## config.mk

```make
export PLATFORM = sky130hd
export DESIGN_NAME = alu_result_demux
export DESIGN_NICKNAME = d
export VERILOG_FILES = /design/src/rtl/alu_pkg.sv /design/src/rtl/result_fifo.sv /design/src/rtl/alu_result_demux.sv
export SDC_FILE = /design/constraint.sdc
export NUM_CORES = 1
export LEC_CHECK = 0
export ABC_CLOCK_PERIOD_IN_PS = 2580
export BUFFER_PORTS_ARGS = -buffer_cell sky130_fd_sc_hd__buf_2
export CAP_MARGIN = 30
export CORE_UTILIZATION = 24
export CTS_CLUSTER_DIAMETER = 80
export DETAILED_ROUTE_END_ITERATION = 10
export SYNTH_ARGS = -nofsm -noshare
export SYNTH_HDL_FRONTEND = slang
export SYNTH_SLANG_ARGS = --single-unit
```

## constraint.sdc

```tcl
create_clock -name clk -period 2.58 [get_ports clk]
set_clock_uncertainty 0.2 [all_clocks]
set_input_delay 0.129 -clock clk [delete_from_list [all_inputs] [get_ports clk]]
set_output_delay 0.129 -clock clk [all_outputs]
set_load 0.01 [all_outputs]
```

## src/rtl/alu_pkg.sv

```systemverilog
// Shared ALU datapath constants: result word width and the destination
// select encoding used by both the 2:1 result mux and the 1:2 result demux.
package alu_pkg;

    localparam int   ALU_WIDTH = 32;

    // Select encoding: 0 steers to destination A, 1 to destination B.
    localparam logic SEL_A = 1'b0;
    localparam logic SEL_B = 1'b1;

endpackage : alu_pkg

```

## src/rtl/result_fifo.sv

```systemverilog
// Small synchronous FIFO holding ALU result words for one destination.
// Occupancy is kept in an explicit count register; full and empty are
// derived from it, so the pointers only need log2(DEPTH) bits.
module result_fifo #(
    parameter int WIDTH = 32,
    parameter int DEPTH = 2
) (
    input  logic                     clk,
    input  logic                     rst_n,
    input  logic                     push,
    input  logic [WIDTH-1:0]         push_data,
    input  logic                     pop,
    output logic [WIDTH-1:0]         head,
    output logic                     full,
    output logic                     empty,
    output logic [$clog2(DEPTH):0]   count
);

    localparam int PW = $clog2(DEPTH);
    localparam int CW = PW + 1;

    logic [WIDTH-1:0] mem [DEPTH];
    logic [PW-1:0]    wr_ptr;
    logic [PW-1:0]    rd_ptr;
    logic [CW-1:0]    cnt;
    logic             do_push;
    logic             do_pop;

    // A full FIFO refuses a push even if it pops in the same cycle, and a pop
    // while empty is ignored.
    assign full    = (cnt == CW'(DEPTH));
    assign empty   = (cnt == '0);
    assign do_push = push & ~full;
    assign do_pop  = pop & ~empty;
    assign head    = mem[rd_ptr];
    assign count   = cnt;

    // Storage: write the pushed word at the write pointer.
    // NOTE: storage is reset so the head output reads 0 after reset rather
    // than X; affordable at this depth.
    always_ff @(posedge clk or negedge rst_n) begin
        if (!rst_n) begin
            for (int i = 0; i < DEPTH; i++) begin
                mem[i] <= '0;
            end
        end else if (do_push) begin
            mem[wr_ptr] <= push_data;
        end
    end

    // Pointers wrap naturally modulo DEPTH; count tracks net push minus pop.
    // NOTE: sequential state uses non-blocking assignments so every register
    // samples pre-edge values regardless of statement order.
    always_ff @(posedge clk or negedge rst_n) begin
        if (!rst_n) begin
            wr_ptr <= '0;
            rd_ptr <= '0;
            cnt    <= '0;
        end else begin
            if (do_push) wr_ptr <= wr_ptr + PW'(1);
            if (do_pop)  rd_ptr <= rd_ptr + PW'(1);
            unique case ({do_push, do_pop})
                2'b10:   cnt <= cnt + CW'(1);
                2'b01:   cnt <= cnt - CW'(1);
                default: cnt <= cnt;
            endcase
        end
    end

endmodule : result_fifo

```

## src/rtl/alu_result_demux.sv

```systemverilog
// Buffered 1-to-2 demultiplexer for ALU results. Each accepted word goes to
// the A or B FIFO by its select bit, so a stalled consumer on one side does
// not block traffic to the other.
module alu_result_demux
    import alu_pkg::*;
#(
    parameter int WIDTH = ALU_WIDTH,
    parameter int DEPTH = 2
) (
    input  logic                     clk,
    input  logic                     rst_n,
    input  logic                     in_valid,
    output logic                     in_ready,
    input  logic [WIDTH-1:0]         in_data,
    input  logic                     in_sel,
    output logic                     a_valid,
    input  logic                     a_ready,
    output logic [WIDTH-1:0]         a_data,
    output logic [$clog2(DEPTH):0]   a_count,
    output logic                     b_valid,
    input  logic                     b_ready,
    output logic [WIDTH-1:0]         b_data,
    output logic [$clog2(DEPTH):0]   b_count
);

    logic a_full;
    logic a_empty;
    logic b_full;
    logic b_empty;
    logic push_a;
    logic push_b;

    // Steering: in_ready depends only on in_sel and registered FIFO state,
    // never on a_ready/b_ready.
    // NOTE: every signal driven here gets a default first so no latch can be
    // inferred on any path.
    always_comb begin
        in_ready = 1'b0;
        push_a   = 1'b0;
        push_b   = 1'b0;
        if (in_sel == SEL_A) begin
            in_ready = ~a_full;
            push_a   = in_valid & ~a_full;
        end else begin
            in_ready = ~b_full;
            push_b   = in_valid & ~b_full;
        end
    end

    assign a_valid = ~a_empty;
    assign b_valid = ~b_empty;

    result_fifo #(.WIDTH(WIDTH), .DEPTH(DEPTH)) u_fifo_a (
        .clk       (clk),
        .rst_n     (rst_n),
        .push      (push_a),
        .push_data (in_data),
        .pop       (a_ready),
        .head      (a_data),
        .full      (a_full),
        .empty     (a_empty),
        .count     (a_count)
    );

    result_fifo #(.WIDTH(WIDTH), .DEPTH(DEPTH)) u_fifo_b (
        .clk       (clk),
        .rst_n     (rst_n),
        .push      (push_b),
        .push_data (in_data),
        .pop       (b_ready),
        .head      (b_data),
        .full      (b_full),
        .empty     (b_empty),
        .count     (b_count)
    );

endmodule : alu_result_demux

```

==> results of run 1 <==
==> power groups by stage <==
stage               logic, µW  clock network [µW]  registers [µW]
global placement         4080                   0            3850
finish                   4150                2400            3910
CTS                      4250                2490            3920
global route             4510                2590            4070
detailed placement       4180                   0            3950
floorplan                2920                   0            3640
==> final cells by class <==
class | instances | area [µm²] | area share
clock buffer | 19 | 443 | 0.0564
timing repair buffer | 157 | 1040 | 0.133
sequential | 136 | 3410 | 0.433
tap | 324 | 405 | 0.0516
clock inverter | 13 | 144 | 0.0183
multi-input combinational | 222 | 2410 | 0.307
==> cell families (layout without fill, tap and decap cells) <==
group / after synthesis / count (layout) / share of synthesized area
mux: 192 / 192 / 0.363
flops: 136 / 136 / 0.571
buf+inv: 21 / 189 / 0.0248
simple gates: 17 / 17 / 0.0216
xor+xnor: 10 / 10 / 0.0147
fa+ha+maj: 2 / 2 / 0.00420
compound gates: 1 / 1 / 0.000839
==> synthesized netlist by cell type (all sizes together) <==
master,n,area [µm²]
and4bb,1,12.5
ha,2,25.0
dfrtp,136,3400
nand2,1,3.75
nand4,1,12.5
mux2,192,2160
nand4b,1,15.0
or2,2,12.5
clkbuf,2,7.51
nor2b,1,6.26
and2,2,12.5
nand3b,1,7.51
a21oi,1,5.00
nor2,3,11.3
nand2b,2,20.0
nor3,1,10.0
nand3,1,5.00
xor2,4,35.0
buf,19,140
xnor2,6,52.6
==> repair_timing <==
action	in CTS	in global routing
buffers inserted	0	0
hold endpoints to repair	214	0
hold buffers	37	0
==> metal layers <==
metal | global-route usage | share of wire | vias to the layer above
li1 | - | - | 1667
met1 | 0.137 | 0.46 | 1852
met2 | 0.188 | 0.49 | 72
met3 | 0.0326 | 0.039 | 12
met4 | 0.0376 | 0.012 | 0
met5 | 0 | 0 | -
==> sequential cells by signal, indices dropped and copies added, names as in the netlist <==
name	count
u_fifo_b.rd_ptr	1
u_fifo_b.mem	64
u_fifo_b.count	2
u_fifo_b.wr_ptr	1
u_fifo_a.count	2
u_fifo_a.rd_ptr	1
u_fifo_a.wr_ptr	1
u_fifo_a.mem	64
==> stage by stage <==
step	power, µW	area (µm²)
after floorplan	6560	5960
after global placement	7930	6900
after detailed placement	8140	6900
after CTS	10700	7860
after global routing	11200	7860
final	10500	7860
==> worst paths after layout <==
kind / to / cells past startpoint / slack, ns / start
min in group clk: u_fifo_b.mem[38] / 1 / 0.28 / u_fifo_b.mem[38]
worst min register to register: u_fifo_b.mem[38] / 1 / 0.28 / u_fifo_b.mem[38]
worst min-delay path: u_fifo_b.mem[29] / 2 / 0.07 / rst_n
max in group asynchronous: u_fifo_a.mem[35] / 3 / 1.35 / rst_n
worst max-delay path: b_data[9] / 3 / 0.41 / u_fifo_b.rd_ptr
worst max register to register: u_fifo_a.mem[37] / 4 / 0.74 / u_fifo_a.count[0]
==> impl_summary.md, run 1 <==
Drt
The post-detailed-route DRC marker count is 0. The final route contains 3603 vias. The final layout contains routed wiring with a total length of roughly 13 mm. After the first detailed-routing iteration, the DRC count stood at 84. The mean routed wirelength per cell is approximately 15 µm. The detail route stage leaves a number of antenna-violating nets equal to 0. For this run, the detailed router's first-pass iteration total came to 3. After detailed routing, the number of vias per cell comes to 4.14.

Synth
A synthesized cell averages 15.7 µm². The synthesized netlist contains 24 unique library cells. Summing every instance area after synthesis gives ~6000 µm². The synthesized design contains 136 register bits.

The post-synthesis net count is 419. For this run, the register share of the synthesized area comes to 0.571. Synthesis handed over a netlist of 379 instances. The Yosys step of the flow raised 0 warnings.

Placement
The count of input and output buffers is 108. OpenSTA, run right after detailed placement, puts the worst setup slack at just over 0.7 ns. The congestion estimate from routability-driven global placement came to 0.722.

The detailed-placement wirelength estimate is 9.26 mm. The total instance count after detailed placement is 802.

Final layout
The most frequent standard cell in the layout excluding fill and tap cells is sky130_fd_sc_hd__mux2_2. The count of antenna diodes in the layout is 0. The layout-stage area growth over the synthesis result is 31.8%.

The library cells used most frequently in the layout, excluding fill and tap cells, are sky130_fd_sc_hd__mux2_2 (187), sky130_fd_sc_hd__dfrtp_1 (134), sky130_fd_sc_hd__buf_2 (107). After the flow finishes, the layout carries non-filler instances totaling around 870. The fraction of final layout cells sized beyond drive strength 1 is 0.634. The net total in the final layout is 574. Once layout is complete, the utilization of the core stands at 0.323. The layout has 2405 filler cells.

Worst setup path
Walking the worst path, the cells encountered are buf_12, mux2_2, buf_2. The startpoint kind of the worst setup timing path is a register. STA classifies the critical path endpoint as an output port. The maximum fanout along the worst path is 18.

The critical path arrival is ~1.8 ns. The count of buffering cells on the critical path with inverters included is 2. Data on the critical path is required at its endpoint by about 2.3 ns. The kind of cell with the highest combined delay on the critical path is flip-flops. The worst stage delay on the critical path is 0.68 ns. The worst setup path is of the register to output port kind. The standard cell with the maximum stage delay on the critical path is sky130_fd_sc_hd__dfrtp_2.

STA
Subtracting the final worst setup slack from the clock period gives around 2.2 ns. The max-slew violation total from the final report is 0. The count of final hold-check violations is 0. The actual slew at the worst max-slew pin is 0.570 ns. Setup total negative slack on the finished layout was measured at 0 ns. Once routing completed, OpenROAD measured the worst setup slack at about 0.4 ns. The highest clock frequency the design can meet is 0.460 GHz.

Hold is met by between 0.06 and 0.07 ns. Setup repair after global routing left no endpoint under its margin. The final-report setup violation count is 0.

In this run the tightest slew margin relative to its limit is 0.620. The share of the clock period used by the worst path is 0.842.

Global routing
The combined global-route utilization of all metal layers is 0.112. The via count of the first global-routing pass is ~4100. Entering global routing, the biggest net connects 65 pins. The global-route wire length before repair is 22.2 mm.

The number of antenna violations at the first check in global routing is 0. The total overflow left after global routing is 0.

Pwr
Dividing total power by cell area gives a power density of 1330 nW/µm². The internal power of the cells is 7090 µW. The part of the power in the clock network is 0.229. IR analysis of the VDD net gives a maximum drop of 0.501 mV. Of the total power, the share spent switching nets is 0.323.

Of the total power, combinational logic draws 0.397. The part of the power in registers is 0.374. The leakage power figure is 0.00345 µW. The switching power total is 3380 µW.

Floorplanning
In this run the count of I/O pins placed on the die edge is 109. The initial core utilization is 0.245. In this run the vertical extent of the chip is 160 µm. The standard cell core area is 24300 µm². The row count is 57. The die is 160 µm wide. The floorplan step defined a die boundary enclosing 25500 µm².

Clock network
The post-CTS resize count is 0. Clock latency on the worst-skew pair, taken at its later pin, is 0.40 ns. The H-tree was split into 4 levels.

After clock tree synthesis, the clock-pin slew on the worst setup and hold paths is approximately 0.060 ns. The number of clock sinks is between 100 and 150. The total CTS buffers is 17. The CTS tree is done.

The root buffer cell is sky130_fd_sc_hd__clkbuf_16. The clock tree buffer depth is 2.

Outcome
The flow ran to the end, and the final reports show no timing, DRC or antenna violations.

Flow run
The count of max-cap constraint violations is 0.

Hold path
The worst min-delay path category is input pin to async pin.
Note: power is estimated with default switching activity, not from simulation.
==> run 2, diff against run 1 <==
Settings changed: ABC_CLOCK_PERIOD_IN_PS 2580 to 2100.
Clock period 2.58 ns to 2.1 ns, I/O delays scaled along.
==> impl_summary.md, run 2 (synthesized netlist as in run 1, its figures left out) <==
Global routing
The pin count of the biggest net entering global routing is 58 (-11%). The number of antenna violations at the first check in global routing is 0 (unchanged). The global-route wire length before repair is 22.4 mm (+1.1%). The total congestion overflow after global routing was 0 (unchanged).

The combined global-route utilization of all metal layers is 0.114 (+0.00194). The via count of the first global-routing pass is 4097 (+0.52%).

Clock network
The count of buffers added by post-CTS timing repair for setup came to 0 (unchanged). Clock tree synthesis selected as its root buffer the cell sky130_fd_sc_hd__clkbuf_16. The CTS tree is done. The clock tree buffer depth is 2 (unchanged). The H-tree depth was 4 (unchanged). The total CTS buffers came to 17 (unchanged).

The clock insertion delay at the later pin of the skew report is 0.41 ns (about the same). The post-CTS clock slew at the launch and capture registers of the worst setup and hold paths was 0.06 ns (about the same). The number of clock sinks was 136 (unchanged).

Floorplanning
The die span in x is 160 µm (unchanged). The chip height is 160 µm (unchanged). The die area is 25500 µm² (unchanged). The standard cell core area was 24300 µm² (unchanged). The initial core utilization is 0.245 (unchanged). The number of top-level pins was 109 (unchanged). The row count is 57 (unchanged).

Pwr
The switching share of power is 0.329 (+0.00596). The proportion of power drawn by combinational gates is 0.410 (+0.013). The internal power of the cells is 8560 µW (+21%). The power density relative to cell area came to 1620 nW/µm² (+22%). The overall power after layout is 12800 µW (+22%). The switching power total is 4190 µW (+24%).

The part of the power in registers is 0.364 (-0.010). The leakage power figure is 0.00343 µW (-0.35%). The maximum VDD drop came to 0.586 mV (+17%).

The part of the power in the clock network is 0.225 (-0.004).

Drt
The number of iterations in the first detailed-routing pass is 4 (+1). The mean routed wirelength per cell is 15.6 µm (+1.0%). The routed wire length was 13.7 mm (+1.3%). The count of vias placed by the detailed router is 3641 (+1.1%). The number of vias per cell after detailed routing is 4.17 (+0.82%). The remaining number of nets flagged by the antenna check after routing is 0 (unchanged). The post-detailed-route DRC marker count is 0 (unchanged). The DRC violation total after the first TritonRoute iteration is 128 (+52%).

Placement
The worst setup slack before clock tree synthesis is 0.244 ns (-0.474 ns). The routability-driven placement congestion ratio was 0.692 (-4.2%). The instance area at placement was 6930 µm² (+0.40%). The count of input and output buffers is 108 (unchanged). The detailed-placement wirelength estimate was 9.16 mm (-1.1%).

Final layout
The layout filler cell count is 2369 (-1.5%). In the final layout, the registers with the most flip-flops are u_fifo_a.mem (64), u_fifo_b.mem (64). The layout-stage area growth over the synthesis result is 32.0% (about the same). The fraction of final layout cells sized beyond drive strength 1 is 0.638 (+0.00315).

The library cell used most frequently in the layout, excluding fill and tap cells, is sky130_fd_sc_hd__mux2_2. The post-route cell area came to 7870 µm² (about the same). The count of antenna diodes in the layout came to 0 (unchanged). The area occupied by multi-input gates was 2410 µm² (unchanged). In the layout the commonest cells are sky130_fd_sc_hd__mux2_2 (187), sky130_fd_sc_hd__dfrtp_1 (134), sky130_fd_sc_hd__buf_2 (107).

The net total in the final layout is 576 (+0.35%). The area taken by flip-flops and latches is 3410 µm² (unchanged).

STA
The actual slew at the worst max-slew pin is 0.569 ns (-0.000690 ns). Counting I/O delays and the setup requirement, the final critical path takes 1.93 ns. The final total negative setup slack is 0 ns (unchanged). The worst slew margin relative to its limit is 0.620 (about the same).

The final-report setup violation count is 0 (unchanged). The worst slack on hold paths is 0.0359 ns (-0.0334 ns). The max-slew violation total from the final report is 0 (unchanged). The setup slack after layout is 0.175 ns (-0.233 ns). The share of the clock period used by the worst path is 0.917. The highest clock frequency the design can meet is ~0.52 GHz. The count of final hold-check violations is 0 (unchanged). Setup repair after global routing left no endpoint under its margin.

Worst setup path
The most critical setup path has its startpoint at u_fifo_b.rd_ptr. The critical path arrival is 1.62 ns (-0.22 ns). The startpoint of the most critical register-to-register path is u_fifo_a.count[0]. The critical path in this run is classified as register to output port. The worst path required time was 1.79 ns (-0.46 ns). The worst setup path is captured at an output port. The startpoint kind of the worst setup timing path is a register.

The maximum fanout along the worst path is 18 (unchanged).

Hold path
The worst min-delay path category is input pin to async pin.

Outcome
The flow ran to the end, and the final reports show no timing, DRC or antenna violations.

Flow run
The count of max-cap constraint violations is 0 (unchanged).
[run 2: cell type report]
type	instances	share of cell area
clock buffers	17	0.0541
clock inverters	15	0.0180
multi-input cells	222	0.307
flip-flops and latches	136	0.433
well taps	324	0.0515
repair buffers	159	0.136
[run 2: power by group through the flow]
stage	Combinational [µW]	Clock (µW)	Sequential (µW)
after global routing	5690	3100	4840
after detailed placement	5280	0	4700
after CTS	5370	2990	4650
after floorplan	3590	0	4470
final	5230	2870	4650
after global placement	5170	0	4580
[run 2: final timing paths]
kind / endpoint / slack, ns / depth (start not counted)
min in group clk: u_fifo_b.mem[38] / 0.28 / 1
setup reg to reg: u_fifo_a.mem[49] / 0.25 / 4
hold / removal: u_fifo_a.mem[22] / 0.04 / 2
setup / recovery: b_data[4] / 0.17 / 3
hold reg to reg: u_fifo_b.mem[38] / 0.28 / 1
max in group asynchronous: u_fifo_b.mem[12] / 1.03 / 3
[run 2: worst max-delay path: stages (launching register included)]
cell and delay (ns):
sky130_fd_sc_hd__dfrtp_2 0.36, sky130_fd_sc_hd__buf_4 0.30, sky130_fd_sc_hd__mux2_2 0.40, sky130_fd_sc_hd__buf_2 0.15
[run 2: layer usage]
metal  track usage  wire, µm
met5             0         0
met4        0.0411       195
met3        0.0339       619
met2         0.194      6840
met1         0.135      6000
[run 2: metrics by stage]
stage,cells,utilization
global placement,804,0.285
finish,873,0.323
floorplan,379,-
global route,873,0.323
CTS,873,0.323
detailed placement,804,0.285
[run 2: what timing repair did]
action | CTS | global route
gates resized for setup | 0 | 0
hold buffers | 37 | 0
hold endpoints to repair | 269 | 0
==> run 3, diff against run 2 <==
Settings changed: SYNTH_HIERARCHICAL set to 1.
==> impl_summary.md, run 3 <==
Synth
The synthesis-stage register bit count is 136 (unchanged). The share of the synthesized area in the top cell type is 0.565 (-0.00593). The most used flip-flop cell after synthesis is sky130_fd_sc_hd__dfrtp_1. The mean cell area of the mapped netlist is 15.7 µm² (about the same). Sorting the synthesized cells by how often they occur yields sky130_fd_sc_hd__mux2_2 (181), sky130_fd_sc_hd__dfrtp_1 (136), sky130_fd_sc_hd__mux2_1 (10).

The post-synthesis net count is 423 (+0.95%). The proportion of register bits with asynchronous set or reset after synthesis is 1.00 (unchanged). The total number of yosys warnings came to 6 (+6). The gate count of the mapped netlist was 383 (+1.1%). In the post-synthesis netlist, the biggest area contributors are sky130_fd_sc_hd__dfrtp_1 (57%), sky130_fd_sc_hd__mux2_2 (34%), sky130_fd_sc_hd__mux2_1 (1.9%).

The count of distinct cell types in the synthesized netlist is 24 (unchanged). The biggest area contributor in the post-synthesis netlist is sky130_fd_sc_hd__dfrtp_1. The synthesized cell area was 6020 µm² (+1.0%). The number of enable flip-flop cells after synthesis was 0 (unchanged). The sequential share of the synthesized area is 0.565 (-0.00593).

sky130_fd_sc_hd__mux2_2 is the most common cell in the netlist.

Final layout
The count of antenna diodes in the layout is 0 (unchanged). The layout-stage area growth over the synthesis result is 33.9%. The largest registers in the layout are u_fifo_a/mem (64), u_fifo_b/mem (64). The net total in the final layout came to 584 (+1.4%).

The most frequent standard cell in the layout excluding fill and tap cells is sky130_fd_sc_hd__mux2_2. The fraction of the core area covered by cells at the end of the flow is 0.330 (+0.00620). The area occupied by multi-input gates is 2420 µm² (+0.41%).

The layout filler cell count is 2407 (+1.6%). The area taken by flip-flops and latches is 3410 µm² (about the same). In the layout the commonest cells are sky130_fd_sc_hd__mux2_2 (181), sky130_fd_sc_hd__dfrtp_1 (132), sky130_fd_sc_hd__buf_2 (107).

The post-route non-filler standard cell count is 881 (+0.92%). The fraction of final layout cells sized beyond drive strength 1 is 0.630 (-0.00736).

Global routing
The pin count of the biggest net entering global routing is 137 (+140%). The combined global-route utilization of all metal layers came to 0.110 (-0.00367). The number of antenna violations at the first check in global routing came to 0 (unchanged). The total congestion overflow after global routing came to 0 (unchanged). The global-route wire length before repair is 21.9 mm (-2.1%). The via count of the first global-routing pass is 4114 (+0.41%).

Worst setup path
The startpoint kind of the worst setup timing path is a register. The maximum fanout along the worst path is 15 (-3). Among all stages on the critical path, the largest delay is contributed by sky130_fd_sc_hd__dfrtp_2. The number of cells on the worst reg-to-reg path came to 7 (+3). The critical path arrival came to 2.12 ns (+0.50 ns). The worst stage delay on the critical path is 0.44 ns (+0.04 ns).

The worst setup path startpoint is u_fifo_b/count[1]. The startpoint identified for the worst register-to-register timing path is u_fifo_b/count[1]. The critical path is of the register to register type.

The kind of end point of the critical path is a register. Traced cell by cell, the critical path runs through nand2b_4, inv_2, and3b_1, nor3b_4, buf_4, buf_12, mux2_2. The worst path required time is 2.19 ns (+0.40 ns). The worst register-to-register path ends at u_fifo_b/mem[49]. The internal reg-to-reg setup slack was 0.07 ns (-0.18 ns).

Clock network
The root buffer cell is sky130_fd_sc_hd__clkbuf_16. The total CTS buffers is 17 (unchanged). TritonCTS built the clock tree.

The clock insertion delay at the later pin of the skew report is 0.41 ns (about the same). The number of clock sinks came to 136 (unchanged). The H-tree depth is 4 (unchanged). The post-CTS clock slew at the launch and capture registers of the worst setup and hold paths came to 0.06 ns (about the same). The clock tree buffer depth came to 2 (unchanged).

Pwr
The switching power total is 4140 µW (-1.2%). The proportion of power drawn by combinational gates is 0.415 (+0.005). The maximum VDD drop is 0.505 mV (-14%). The power density relative to cell area is 1630 nW/µm² (+0.64%).

The overall power after layout came to 13200 µW (+3.2%). The leakage power figure is 0.00354 µW (+3.0%). The internal power of the cells is 9020 µW (+5.3%). The switching share of power was 0.314 (-0.0141). The part of the power in the clock network is 0.232 (+0.007).

The part of the power in registers came to 0.352 (-0.012).

STA
The share of the clock period used by the worst path is 0.967 (+0.0503). The worst slew margin relative to its limit is 0.462 (-0.159). The final period demand of the worst path is 2.03 ns (+0.106 ns). The final total negative setup slack is 0 ns (unchanged).

The count of final hold-check violations is 0 (unchanged). The final-report setup violation count is 0 (unchanged). The actual slew at the worst max-slew pin is 0.807 ns (+0.238 ns). The worst slack on hold paths is 0.118 ns (+0.0820 ns). The max-slew violation total from the final report is 0 (unchanged).

The highest clock frequency the design can meet is 0.492 GHz (-5.2%).

Drt
The routed wire length is 13.5 mm (-1.0%). The post-detailed-route DRC marker count was 0 (unchanged). The remaining number of nets flagged by the antenna check after routing is 0 (unchanged). The DRC violation total after the first TritonRoute iteration is 123 (-3.9%).

The mean routed wirelength per cell is 15.3 µm (-1.9%). The number of iterations in the first detailed-routing pass is 4 (unchanged). The count of vias placed by the detailed router is 3614 (-0.74%).

The number of vias per cell after detailed routing is 4.10 (-1.6%).

Floorplanning
The initial core utilization is 0.246 (+0.00113). The number of top-level pins is 109 (unchanged). The row count is 57 (unchanged). The standard cell core area is 24500 µm² (+0.59%).

The die span in x was 160 µm (+0.52%). The die area is 25700 µm² (+1.0%). The chip height is 160 µm (+0.52%).

Placement
The routability-driven placement congestion ratio came to 0.719 (+3.8%). The total instance count after detailed placement is 809 (+0.62%). The count of input and output buffers is 108 (unchanged).

The detailed-placement wirelength estimate is 8.71 mm (-4.9%).

Flow run
The count of max-cap constraint violations came to 0 (unchanged).

Outcome
The run finished with clean final reports.

Hold path
The path class of the tightest hold or removal check is input pin to async pin.
## run 3: area by class of cell
class,instances,area share
well taps,324,0.0503
multi-input cells,221,0.301
clock inverters,10,0.0177
clock buffers,22,0.0576
flip-flops and latches,136,0.423
repair buffers,164,0.149
inverters,4,0.00186
## run 3: per-layer routing
metal / GRT usage / up-vias / part of all wire
met5: 0 / - / 0
met4: 0.0420 / 0 / 0.012
met3: 0.0302 / 9 / 0.035
met2: 0.182 / 68 / 0.50
met1: 0.137 / 1848 / 0.45
li1: - / 1689 / -
## run 3: stage by stage
| stage | setup WS, ns | area (µm²) |
|---|---|---|
| after floorplan | 0.0486 | 6020 |
| after global placement | 0.0684 | 7040 |
| after detailed placement | 0.0239 | 7040 |
| after CTS | 0.0379 | 8020 |
| after global routing | -0.0152 | 8060 |
| final | 0.0693 | 8060 |
## run 3: critical path: cells and delay by family (launching register included)
kind	cells	cell delay, ns
buffers and inverters	3	0.37
DFF	1	0.44
muxes	1	0.35
and+or+nand+nor	3	0.53
## run 3: how the worst max path moves through the flow
stage,endpoint,cells past startpoint
2_1_floorplan,u_fifo_a/mem[0],7
3_3_place_gp,u_fifo_a/mem[57],6
3_5_place_dp,u_fifo_a/mem[53],6
4_1_cts,u_fifo_b/mem[58],6
5_1_grt,u_fifo_b/mem[59],7
6_report,u_fifo_b/mem[49],7
## run 3: power groups by stage
stage | Sequential, µW | Clock, µW | Combinational [µW]
3_3_place_gp | 4570 | 0 | 5310
3_5_place_dp | 4690 | 0 | 5450
6_report | 4640 | 3050 | 5470
4_1_cts | 4650 | 3180 | 5540
2_1_floorplan | 4490 | 0 | 3680
5_1_grt | 4830 | 3310 | 5910
## run 3: logic make-up (layout without fill, tap and decap cells)
| kind of cell | Yosys count | after routing | synth area share |
|---|---|---|---|
| buffers and inverters | 26 | 200 | 0.0332 |
| and+or+nand+nor | 16 | 16 | 0.0216 |
| xor gates and xnor gates | 10 | 10 | 0.0145 |
| muxes | 193 | 193 | 0.361 |
| adders and majority gates | 2 | 2 | 0.00415 |
| DFF | 136 | 136 | 0.565 |
## run 3: what timing repair did
action                     4_1_cts  5_1_grt
resized for setup                1        1
hold endpoints to repair       268        0
hold buffers                    37        0
cloned                           0        1
setup buffers                    0        2
setup endpoints to repair        1       13
